<file path="config.mk">
export PLATFORM = sky130hd
export DESIGN_NAME = pipeline_watchdog_flat
export DESIGN_NICKNAME = d
export VERILOG_FILES = /design/src/rtl/pipeline_watchdog_pkg.sv /design/src/rtl/pipeline_watchdog_if.sv /design/src/rtl/pipeline_watchdog_pc_trace_buf.sv /design/src/rtl/pipeline_watchdog.sv /design/src/flat_wrapper.sv
export SDC_FILE = /design/constraint.sdc
export NUM_CORES = 1
export LEC_CHECK = 0
export ABC_AREA = 0
export BUFFER_PORTS_ARGS = -buffer_cell sky130_fd_sc_hd__buf_2
export CAP_MARGIN = 20
export CORE_UTILIZATION = 53
export CTS_CLUSTER_SIZE = 25
export DETAILED_ROUTE_END_ITERATION = 16
export PLACE_DENSITY_LB_ADDON = 0.05
export SETUP_SLACK_MARGIN = 0.1
export SYNTH_ARGS = -nofsm -noshare
export SYNTH_HDL_FRONTEND = slang
export SYNTH_SLANG_ARGS = --single-unit
export TNS_END_PERCENT = 50
</file>
<file path="constraint.sdc">
create_clock -name clk -period 3.6 [get_ports clk]
set_input_delay 0.54 -clock clk [delete_from_list [all_inputs] [get_ports clk]]
set_output_delay 0.54 -clock clk [all_outputs]
set_load 0.005 [all_outputs]
</file>
<file path="src/rtl/pipeline_watchdog_pkg.sv">
// Shared definitions for the pipeline run-control watchdog.
//   wd_state_e : watchdog FSM states (RUN, DRAIN, HALTED)
//   CAUSE_*    : bit positions inside the 3-bit one-hot cause vector
//   pack_cause : builds a cause vector from individual fault flags
package watchdog_pkg;

  typedef enum logic [1:0] {
    RUN    = 2'd0,
    DRAIN  = 2'd1,
    HALTED = 2'd2
  } wd_state_e;

  localparam int CAUSE_EXC = 0;
  localparam int CAUSE_TMO = 1;
  localparam int CAUSE_RNG = 2;

  function automatic logic [2:0] pack_cause(input logic exc, input logic tmo, input logic rng);
    logic [2:0] c;
    c            = '0;
    c[CAUSE_EXC] = exc;
    c[CAUSE_TMO] = tmo;
    c[CAUSE_RNG] = rng;
    return c;
  endfunction

endpackage

</file>
<file path="src/rtl/pipeline_watchdog_if.sv">
// Core-side observation bundle seen by the watchdog.
//   pc        : current fetch PC
//   pc_valid  : pc sampled this cycle
//   exception : core exception flag
//   mem_req   : per-port memory request valid
//   mem_addr  : per-port byte address, port i at [i*XLEN +: XLEN]
// master = core/bench driving the signals, slave = watchdog observing them.
interface pipeline_watchdog_if #(
  parameter int XLEN      = 32,
  parameter int NUM_PORTS = 2
);
  logic [XLEN-1:0]           pc;
  logic                      pc_valid;
  logic                      exception;
  logic [NUM_PORTS-1:0]      mem_req;
  logic [NUM_PORTS*XLEN-1:0] mem_addr;

  modport master (output pc, pc_valid, exception, mem_req, mem_addr);
  modport slave  (input  pc, pc_valid, exception, mem_req, mem_addr);
endinterface

</file>
<file path="src/rtl/pipeline_watchdog_pc_trace_buf.sv">
// pc_trace_buf: circular history of PCs.
//   clk, reset : clock, async active-low reset (entries clear to 0)
//   wr_en      : append wr_data at the write pointer and advance it
//   wr_data    : PC to record
//   rd_idx     : read index, 0 = newest entry
//   rd_data    : entry (wr_ptr-1-rd_idx) mod DEPTH
// DEPTH must be a power of two so the pointer arithmetic wraps naturally.
module pc_trace_buf #(
  parameter int XLEN  = 32,
  parameter int DEPTH = 8,
  localparam int AW   = $clog2(DEPTH)
) (
  input  logic            clk,
  input  logic            reset,
  input  logic            wr_en,
  input  logic [XLEN-1:0] wr_data,
  input  logic [AW-1:0]   rd_idx,
  output logic [XLEN-1:0] rd_data
);

  logic [XLEN-1:0] entry [DEPTH];
  logic [AW-1:0]   wr_ptr;
  logic [AW-1:0]   rd_ptr;

  always_ff @(posedge clk or negedge reset) begin
    if (!reset) begin
      wr_ptr <= '0;
      for (int i = 0; i < DEPTH; i++) entry[i] <= '0;
    end else if (wr_en) begin
      entry[wr_ptr] <= wr_data;
      wr_ptr        <= wr_ptr + AW'(1);
    end
  end

  assign rd_ptr  = wr_ptr - rd_idx - AW'(1);
  assign rd_data = entry[rd_ptr];

endmodule

</file>
<file path="src/rtl/pipeline_watchdog.sv">
// pipeline_watchdog: run-control watchdog for the three-stage core.
// Detects PC-not-advancing (timeout), core exception and out-of-range memory
// addresses; latches the first cause, drains DRAIN_CYCLES cycles, then holds
// halt until clear.
// Ports:
//   clk, reset   : clock, async active-low reset
//   bus          : pipeline_watchdog_if.slave (pc, pc_valid, exception, mem_req, mem_addr)
//   clear        : return to RUN, clear cause/counters (beats any fault)
//   halt         : DRAIN or HALTED
//   halted       : state == HALTED
//   cause        : latched one-hot {range, timeout, exception}
//   stall_count  : cycles the PC has not advanced
//   fault_port   : lowest port index of a range fault
//   fault_addr   : offending address of that port
//   trace_idx/trace_pc : PC history read port (PIPELINE_WATCHDOG_TRACE_EN only)
// Optional feature macro: PIPELINE_WATCHDOG_TRACE_EN adds the PC history buffer.
//
// state  | meaning
// RUN    | monitoring; stall counter active, faults evaluated
// DRAIN  | fault latched, halt asserted, counting DRAIN_CYCLES
// HALTED | halt and halted held until clear
module pipeline_watchdog
  import watchdog_pkg::*;
#(
  parameter int XLEN         = 32,
  parameter int NUM_PORTS    = 2,
  parameter int MEM_LOG2     = 17,
  parameter int TIMEOUT_W    = 8,
  parameter int TIMEOUT      = 100,
  parameter int DRAIN_CYCLES = 1,
  parameter int TRACE_DEPTH  = 8,
  localparam int FP_W        = (NUM_PORTS > 1) ? $clog2(NUM_PORTS) : 1,
  localparam int DC_W        = $clog2(DRAIN_CYCLES + 1)
) (
  input  logic                  clk,
  input  logic                  reset,
  pipeline_watchdog_if.slave    bus,
  input  logic                  clear,
  output logic                  halt,
  output logic                  halted,
  output logic [2:0]            cause,
  output logic [TIMEOUT_W-1:0]  stall_count,
  output logic [FP_W-1:0]       fault_port,
  output logic [XLEN-1:0]       fault_addr
`ifdef PIPELINE_WATCHDOG_TRACE_EN
  ,
  input  logic [$clog2(TRACE_DEPTH)-1:0] trace_idx,
  output logic [XLEN-1:0]                trace_pc
`endif
);

  if (NUM_PORTS < 1 || DRAIN_CYCLES < 1 || MEM_LOG2 >= XLEN ||
      TIMEOUT >= (2**TIMEOUT_W) - 1 || TRACE_DEPTH < 2 ||
      (TRACE_DEPTH & (TRACE_DEPTH - 1)) != 0) begin : g_bad_params
    $error("pipeline_watchdog: illegal parameter combination");
  end

  wd_state_e        state;
  logic [XLEN-1:0]  prev_pc;
  logic [DC_W-1:0]  drain_cnt;

  logic [NUM_PORTS-1:0] bad_port;
  logic                 rng, tmo, exc;
  logic [FP_W-1:0]      rng_port;
  logic [XLEN-1:0]      rng_addr;
  logic [2:0]           fault_vec;

  // Descending scan so the lowest failing port is the one that sticks.
  always_comb begin
    bad_port = '0;
    rng_port = '0;
    rng_addr = '0;
    for (int i = NUM_PORTS - 1; i >= 0; i--) begin
      bad_port[i] = bus.mem_req[i] &&
                    (bus.mem_addr[i*XLEN + MEM_LOG2 +: XLEN - MEM_LOG2] != '0);
      if (bad_port[i]) begin
        rng_port = FP_W'(i);
        rng_addr = bus.mem_addr[i*XLEN +: XLEN];
      end
    end
  end

  assign exc       = bus.exception;
  assign rng       = |bad_port;
  assign tmo       = stall_count > TIMEOUT_W'(TIMEOUT);
  assign fault_vec = pack_cause(exc, tmo, rng);

  always_ff @(posedge clk or negedge reset) begin
    if (!reset) begin
      state       <= RUN;
      prev_pc     <= '0;
      stall_count <= '0;
      drain_cnt   <= '0;
      cause       <= '0;
      fault_port  <= '0;
      fault_addr  <= '0;
      halt        <= 1'b0;
      halted      <= 1'b0;
    end else if (clear) begin
      state       <= RUN;
      stall_count <= '0;
      drain_cnt   <= '0;
      cause       <= '0;
      fault_port  <= '0;
      fault_addr  <= '0;
      halt        <= 1'b0;
      halted      <= 1'b0;
      if (bus.pc_valid) prev_pc <= bus.pc;
    end else begin
      case (state)
        RUN: begin
          if (bus.pc_valid) begin
            prev_pc <= bus.pc;
            if (bus.pc == prev_pc) begin
              if (stall_count != '1) stall_count <= stall_count + TIMEOUT_W'(1);
            end else begin
              stall_count <= '0;
            end
          end
          if (|fault_vec) begin
            state     <= DRAIN;
            cause     <= fault_vec;
            drain_cnt <= '0;
            halt      <= 1'b1;
            if (rng) begin
              fault_port <= rng_port;
              fault_addr <= rng_addr;
            end
          end
        end
        DRAIN: begin
          drain_cnt <= drain_cnt + DC_W'(1);
          if (drain_cnt == DC_W'(DRAIN_CYCLES - 1)) begin
            state  <= HALTED;
            halted <= 1'b1;
          end
        end
        HALTED: ;
        default: begin
          state  <= RUN;
          halt   <= 1'b0;
          halted <= 1'b0;
        end
      endcase
    end
  end

`ifdef PIPELINE_WATCHDOG_TRACE_EN
  // History freezes once the watchdog leaves RUN so the lead-up to the fault survives.
  logic trace_we;
  assign trace_we = (state == RUN) && bus.pc_valid && (bus.pc != prev_pc);

  pc_trace_buf #(
    .XLEN  (XLEN),
    .DEPTH (TRACE_DEPTH)
  ) u_trace (
    .clk     (clk),
    .reset   (reset),
    .wr_en   (trace_we),
    .wr_data (bus.pc),
    .rd_idx  (trace_idx),
    .rd_data (trace_pc)
  );
`endif

endmodule
</file>
<file path="src/flat_wrapper.sv">
// flat-port wrapper written by rule: the top's interface ports become plain ports
module pipeline_watchdog_flat import watchdog_pkg::*;
#(
  parameter int XLEN         = 32,
  parameter int NUM_PORTS    = 2,
  parameter int MEM_LOG2     = 17,
  parameter int TIMEOUT_W    = 8,
  parameter int TIMEOUT      = 100,
  parameter int DRAIN_CYCLES = 1,
  parameter int TRACE_DEPTH  = 8,
  localparam int FP_W        = (NUM_PORTS > 1) ? $clog2(NUM_PORTS) : 1,
  localparam int DC_W        = $clog2(DRAIN_CYCLES + 1)
)
  (clk, reset, clear, halt, halted, cause, stall_count, fault_port, fault_addr, bus_pc, bus_pc_valid, bus_exception, bus_mem_req, bus_mem_addr);
  pipeline_watchdog_if #(.XLEN(XLEN), .NUM_PORTS(NUM_PORTS)) bus_i ();
  input  logic clk;
  input  logic reset;
  input  logic clear;
  output logic halt;
  output logic halted;
  output logic [2:0] cause;
  output logic [TIMEOUT_W-1:0] stall_count;
  output logic [FP_W-1:0] fault_port;
  output logic [XLEN-1:0] fault_addr;
  input wire logic [$bits(bus_i.pc)-1:0] bus_pc;
  input wire logic [$bits(bus_i.pc_valid)-1:0] bus_pc_valid;
  input wire logic [$bits(bus_i.exception)-1:0] bus_exception;
  input wire logic [$bits(bus_i.mem_req)-1:0] bus_mem_req;
  input wire logic [$bits(bus_i.mem_addr)-1:0] bus_mem_addr;
  assign bus_i.pc = bus_pc;
  assign bus_i.pc_valid = bus_pc_valid;
  assign bus_i.exception = bus_exception;
  assign bus_i.mem_req = bus_mem_req;
  assign bus_i.mem_addr = bus_mem_addr;
  pipeline_watchdog #(.XLEN(XLEN), .NUM_PORTS(NUM_PORTS), .MEM_LOG2(MEM_LOG2), .TIMEOUT_W(TIMEOUT_W), .TIMEOUT(TIMEOUT), .DRAIN_CYCLES(DRAIN_CYCLES), .TRACE_DEPTH(TRACE_DEPTH)) u_core (.clk(clk), .reset(reset), .bus(bus_i), .clear(clear), .halt(halt), .halted(halted), .cause(cause), .stall_count(stall_count), .fault_port(fault_port), .fault_addr(fault_addr));
endmodule
</file>
After elaboration in Yosys (flattened, before gate mapping)
Cells that the tools add are included.
{ "word_totals": {"ff_bits": 81, "inputBits": 103, "elab_cells": 79, "output_inout_bits": 46} }
{ "op_classes": {"reduce_logical": 21, "magnitude_cmp": 1, "n_eq_ne": 10, "n_mux": 36, "n_addsub": 2} }
{ "op_table": {"columns": ["operator", "n"], "rows": [
  ["2-to-1 mux 32 bit", 9],
  ["2-to-1 mux 8 bit", 5],
  ["== test 32 bit", 1],
  ["nonzero test 15 bit", 2],
  ["2-to-1 mux 1 bit", 12],
  ["2-to-1 mux 3 bit", 3],
  ["AND reduction 3 bit", 3],
  ["adder 8 x 1 -> 8 bit (second input constant)", 1],
  ["> comparator 8 x 7 -> 1 bit (second input constant)", 1],
  ["!= test 8 bit (second input constant)", 1],
  ["AND reduction 2 bit", 4],
  ["nonzero test 2 bit", 4],
  ["2-to-1 mux 2 bit", 3],
  ["!= test 3 bit (second input constant)", 2],
  ["case mux 1 bit (2 select lines)", 3],
  ["case mux 2 bit (3 select lines)", 1],
  ["OR reduction 2 bit", 3],
  ["!= test 2 x 1 -> 1 bit (second input constant)", 2],
  ["OR reduction 4 bit", 1],
  ["!= test 3 x 2 -> 1 bit (second input constant)", 1],
  ["nonzero test 3 bit", 1],
  ["== test 2 x 1 -> 1 bit (second input constant)", 1],
  ["== test 2 bit (second input constant)", 1],
  ["logical AND 1 bit", 2],
  ["3 further kinds", 3]
]} }

Depth between registers and ports, before layout
{ "logic_depth": {"word_depth": 8, "depth_mapped": 8} }

Least setup slack after synthesis
No wires, ideal clock.
{ "synth_timing": {"path_type": "input to register", "startpoint": "in bus_pc[3]", "endpoint": "reg u_core.stall_count[6]", "path_stages": 7, "setup_slack_ns": 1.676, "arrival_ns": 1.851, "setup_ns": 0.073, "cell_sequence": "xor2_1 a211o_1 a2111oi_2 nand3_2 buf_6 a41o_1 a21oi_2"} }
{ "synth_between": {"elab_chain_cells": 5} }
{ "synth_lines": {"columns": ["element", "line_no", "source"], "rows": [
  ["start: declaration", "flat_wrapper.sv:25", "input wire logic [$bits(bus_i.pc)-1:0] bus_pc;"],
  ["== test 32 bit *", "pipeline_watchdog.sv:114", "if (bus.pc == prev_pc) begin"],
  ["2-to-1 mux 8 bit", "pipeline_watchdog.sv:114", null],
  ["2-to-1 mux 8 bit", "pipeline_watchdog.sv:112", "if (bus.pc_valid) begin"],
  ["2-to-1 mux 8 bit", "pipeline_watchdog.sv:110", "case (state)"],
  ["2-to-1 mux 8 bit", "pipeline_watchdog.sv:99", "end else if (clear) begin"],
  ["end signal: assignment", "pipeline_watchdog.sv:115", "if (stall_count != '1) stall_count <= stall_count + TIMEOUT_W'(1);"],
  ["end: declaration", "pipeline_watchdog.sv:42", "output logic [TIMEOUT_W-1:0] stall_count,"]
]} }
Mark *: on every way between the ends. The rest lies on a longest branch, timed or not. The select of a mux whose other input is x is not followed.
A chain may end at the register's enable or synchronous reset.

Final worst setup path
{ "layout_timing": {"startpoint": "in bus_mem_addr[23]", "endpoint": "reg u_core.fault_addr[22]"} }
{ "layout_between": {"elab_chain_cells": 7} }
{ "layout_lines": {"columns": ["element", "line_no", "source"], "rows": [
  ["start: declaration", "flat_wrapper.sv:29", "input wire logic [$bits(bus_i.mem_addr)-1:0] bus_mem_addr;"],
  ["nonzero test 15 bit *", "pipeline_watchdog.sv:75", "(bus.mem_addr[i*XLEN + MEM_LOG2 +: XLEN - MEM_LOG2] != '0);"],
  ["logical AND 1 bit *", "pipeline_watchdog.sv:74", "bad_port[i] = bus.mem_req[i] &&"],
  ["2-to-1 mux 32 bit", "pipeline_watchdog.sv:76", "if (bad_port[i]) begin"],
  ["2-to-1 mux 32 bit", "pipeline_watchdog.sv:125", "if (rng) begin"],
  ["2-to-1 mux 32 bit", "pipeline_watchdog.sv:120", "if (|fault_vec) begin"],
  ["2-to-1 mux 32 bit", "pipeline_watchdog.sv:110", null],
  ["2-to-1 mux 32 bit", "pipeline_watchdog.sv:99", null],
  ["end signal: assignment", "pipeline_watchdog.sv:127", "fault_addr <= rng_addr;"],
  ["end: declaration", "pipeline_watchdog.sv:44", "output logic [XLEN-1:0] fault_addr"]
]} }
Marked as above.

==> results.md <==
* Die extent in x at 89.16 um
* Post-CTS Setup Bufs at 0
* CTS tree: built
* Worst Tran Pin Value at 645.9 ps
* Slew margin rel. at 0.5694
* Core Util, Final at 0.7035
* Mean Syn Cell Area at 10.60 um2
* I/O Buffers at 148
* Worst Hold Class: in -> async
* Netlist cell types at 42
* Layout cells sized above 1 at 0.3996
* GR met2 Demand/Resource at 0.4185
* Post-place setup slack at 944.1 ps
* Syn_nets at 489
* Avg WL per Cell at 14.95 um
* Initial DRC count at 116
* DIE AREA at 7950 um2
* LEAKAGE at 2.424 nW
* Mapped Cells at 380
* Via density at 5.411
* Xor and xnor area share after synthesis at 0.06743
* Compound-gate portion of the synthesized area at 0.1740
* Routed vias at 3393
* Area Overhead vs Synth at 27.41%
* Worst path cell trace: buf_2 -> nor4_1 -> a41oi_2 -> buf_4 -> nor2_2 -> o21ba_2 -> nand2_1 -> o21ai_0
* Synthesized area at 4026 um2
* Power density over cell area at 569.4 nW/um2
* Multi-input logic area at 1859 um2
* Reg area at 2027 um2
* Multiplexer area fraction after synthesis at 0.09478
* Nets@finish at 632
* Clock skew at 8.670 ps
* Simple logic cell fraction of the synthesized area at 0.1035
* Clock Tree Root: clkbuf_8
* CORE AREA at 7292 um2
* WL final at 9373 um
* Critical path class: in -> reg
* Clock-pin slew on the worst setup and hold paths at 90 ps
* Die Ht at 89.16 um
* Rows at 31
* Placed Area at 4836 um2
* Final setup fails at 0
* Dominant cells by area after synthesis: dfrtp_1 50%, mux2_2 9.2%, xnor2_1 6.3%, a22oi_1 5.2%, o21ai_0 4.6%
* Non-Filler Instances at 627
* Max_cap viols at 0
* Slowest stage delay, CP at 580 ps
* Post-synth EDFFs at 0
* Sequential-to-total area share from yosys stat at 0.5034
* Hold-fix buffers at CTS at 0
* Final TNS setup at 0 ps
* Grt met1 use at 0.2935
* Synth warn at 0
* TritonCTS buffer count at 9
* Final Max Tran Viols at 0
* Initial core utilization at 0.5522
* Clock buffer depth at 2
* Final worst slack at 1310 ps
* Most frequent cells in the layout: 147 x buf_2, 81 x dfrtp_1, 38 x nand2_1
* RSZ-0062 raised after global routing: false
* Detailed Place HPWL at 6869 um
* CP Launch Type: input pin
* Pin count of the biggest net entering global routing at 82
* Antenna diode count at 0
* Cell area after layout at 5130 um2
* Fillers at 611
* Post-Synth Adder-Cell Area at 0.01865
* Most Used Layer, Global Route: met2
* Commonest non-fill, non-tap cell in the layout: buf_2
* CTS H-tree depth at 3
* Top Family by Delay on Critical Path: compound AO/OA/AOI/OAI gates
* Tcrit/Tclk final at 0.6360
* GRT overflow at 0
* Vias in the first global route at 3210
* CP max FO at 32
* Share of the synthesized area in the top cell type at 0.5034
* Peak VDD IR at 0.0003664 V
* CP max stage cell: o21ba_2
* WP data required at 3850 ps
* Synth area leader: dfrtp_1
* Post-cts resize count at 0
* Clk Latency, worst-skew pair at 360 ps
* Final Total Pwr at 2.921 mW
* GRT met3 Usage at 0.06094
* Num ports at 149
* Most used DFF post-synth: dfrtp_1
* Fmax at 0.4367 GHz
* Main combinational cell family by area after synthesis: compound AO/OA/AOI/OAI gates
* CP endpoint kind: flop
* Hold_ws at 86.01 ps
* Final ANT Viol Nets at 0
* Outcome: complete, no violations
* Critical Path AT at 2540 ps
* Number of synthesized register bits at 81
* Clock sink count at 81
* Final hold vios at 0
* Fin crit period at 2290 ps
* Overall track demand over capacity in global routing at 0.2416
* Gpl congestion at 0.7860
* # DRC at 0
* Placed Cells at 609
* First-pass GRT wire length at 14500 um
* Critical path buffer and inverter count at 2
* Ys async rst share at 1.000
* Initial antenna violation count at 0
* Drt first pass iters at 4
[synthesized netlist by cell type (5+ instances only)]
cell type  number
dfrtp_1        81
nand2_1        38
o21ai_0        37
mux2_2         33
xnor2_1        29
a22oi_1        28
inv_1          16
clkbuf_1       13
a21oi_1        12
nor2_1         10
nor4_1          9
nand4_1         7
buf_2           6
ha_1            6
nand3_1         6
a41oi_1         5
[kinds of logic (layout without fill, tap and decap cells)]
kind of cell | Yosys count | after routing
simple gates | 84 | 84
mux | 34 | 34
compound gates | 107 | 107
xor+xnor | 31 | 31
buf+inv | 37 | 185
fa+ha+maj | 6 | 6
flops | 81 | 81
[flip-flops by register name (all words and copies together), names as in the netlist]
| register | count |
|---|---|
| u_core.fault_addr | 32 |
| u_core.halt | 1 |
| u_core.fault_port | 1 |
| u_core.state | 2 |
| u_core.cause | 3 |
| u_core.stall_count | 8 |
| u_core.prev_pc | 32 |
| u_core.drain_cnt | 1 |
| u_core.halted | 1 |
[area by class of cell]
type,instances,area share
inverters,16,0.01171
multi-input cells,262,0.3624
clock inverters,6,0.02220
clock buffers,10,0.02683
flip-flops and latches,81,0.3951
well taps,99,0.02415
repair buffers,153,0.1576
[worst reg2reg max path, stage by stage (launching register included)]
cell and delay, ps:
dfrtp_1 390, xor2_1 160, a211o_1 280, a2111oi_2 340, nand3_2 320, o21ai_0 370
o2bb2ai_1 160
[power breakdown]
| group | internal [mW] | leakage (nW) | switching (mW) |
|---|---|---|---|
| sequential | 1.13 | 1.03 | 0.133 |
| combinational | 0.415 | 1.27 | 0.430 |
| clock | 0.482 | 0.119 | 0.333 |
[path summary, 6_finish.rpt]
path,from,end,slack (ps),depth (start not counted)
min in group clk,bus_pc[25],u_core.prev_pc[25]$_DFFE_PN0P_,440,2
hold / removal,reset,u_core.prev_pc[26]$_DFFE_PN0P_,90,1
setup reg to reg,u_core.prev_pc[3]$_DFFE_PN0P_,u_core.stall_count[0]$_DFFE_PN0P_,1490,6
setup / recovery,bus_mem_addr[23],u_core.fault_addr[22]$_DFFE_PN0P_,1310,8
hold reg to reg,u_core.fault_addr[23]$_DFFE_PN0P_,u_core.fault_addr[23]$_DFFE_PN0P_,480,2
max in group asynchronous,reset,u_core.fault_addr[22]$_DFFE_PN0P_,2920,2
[layer usage]
metal,vias up,routed length (um)
met5,-,0
met4,0,162
met3,14,623
met2,102,4586
met1,1617,4001
li1,1660,-
Power figures use the tool's default switching activity.
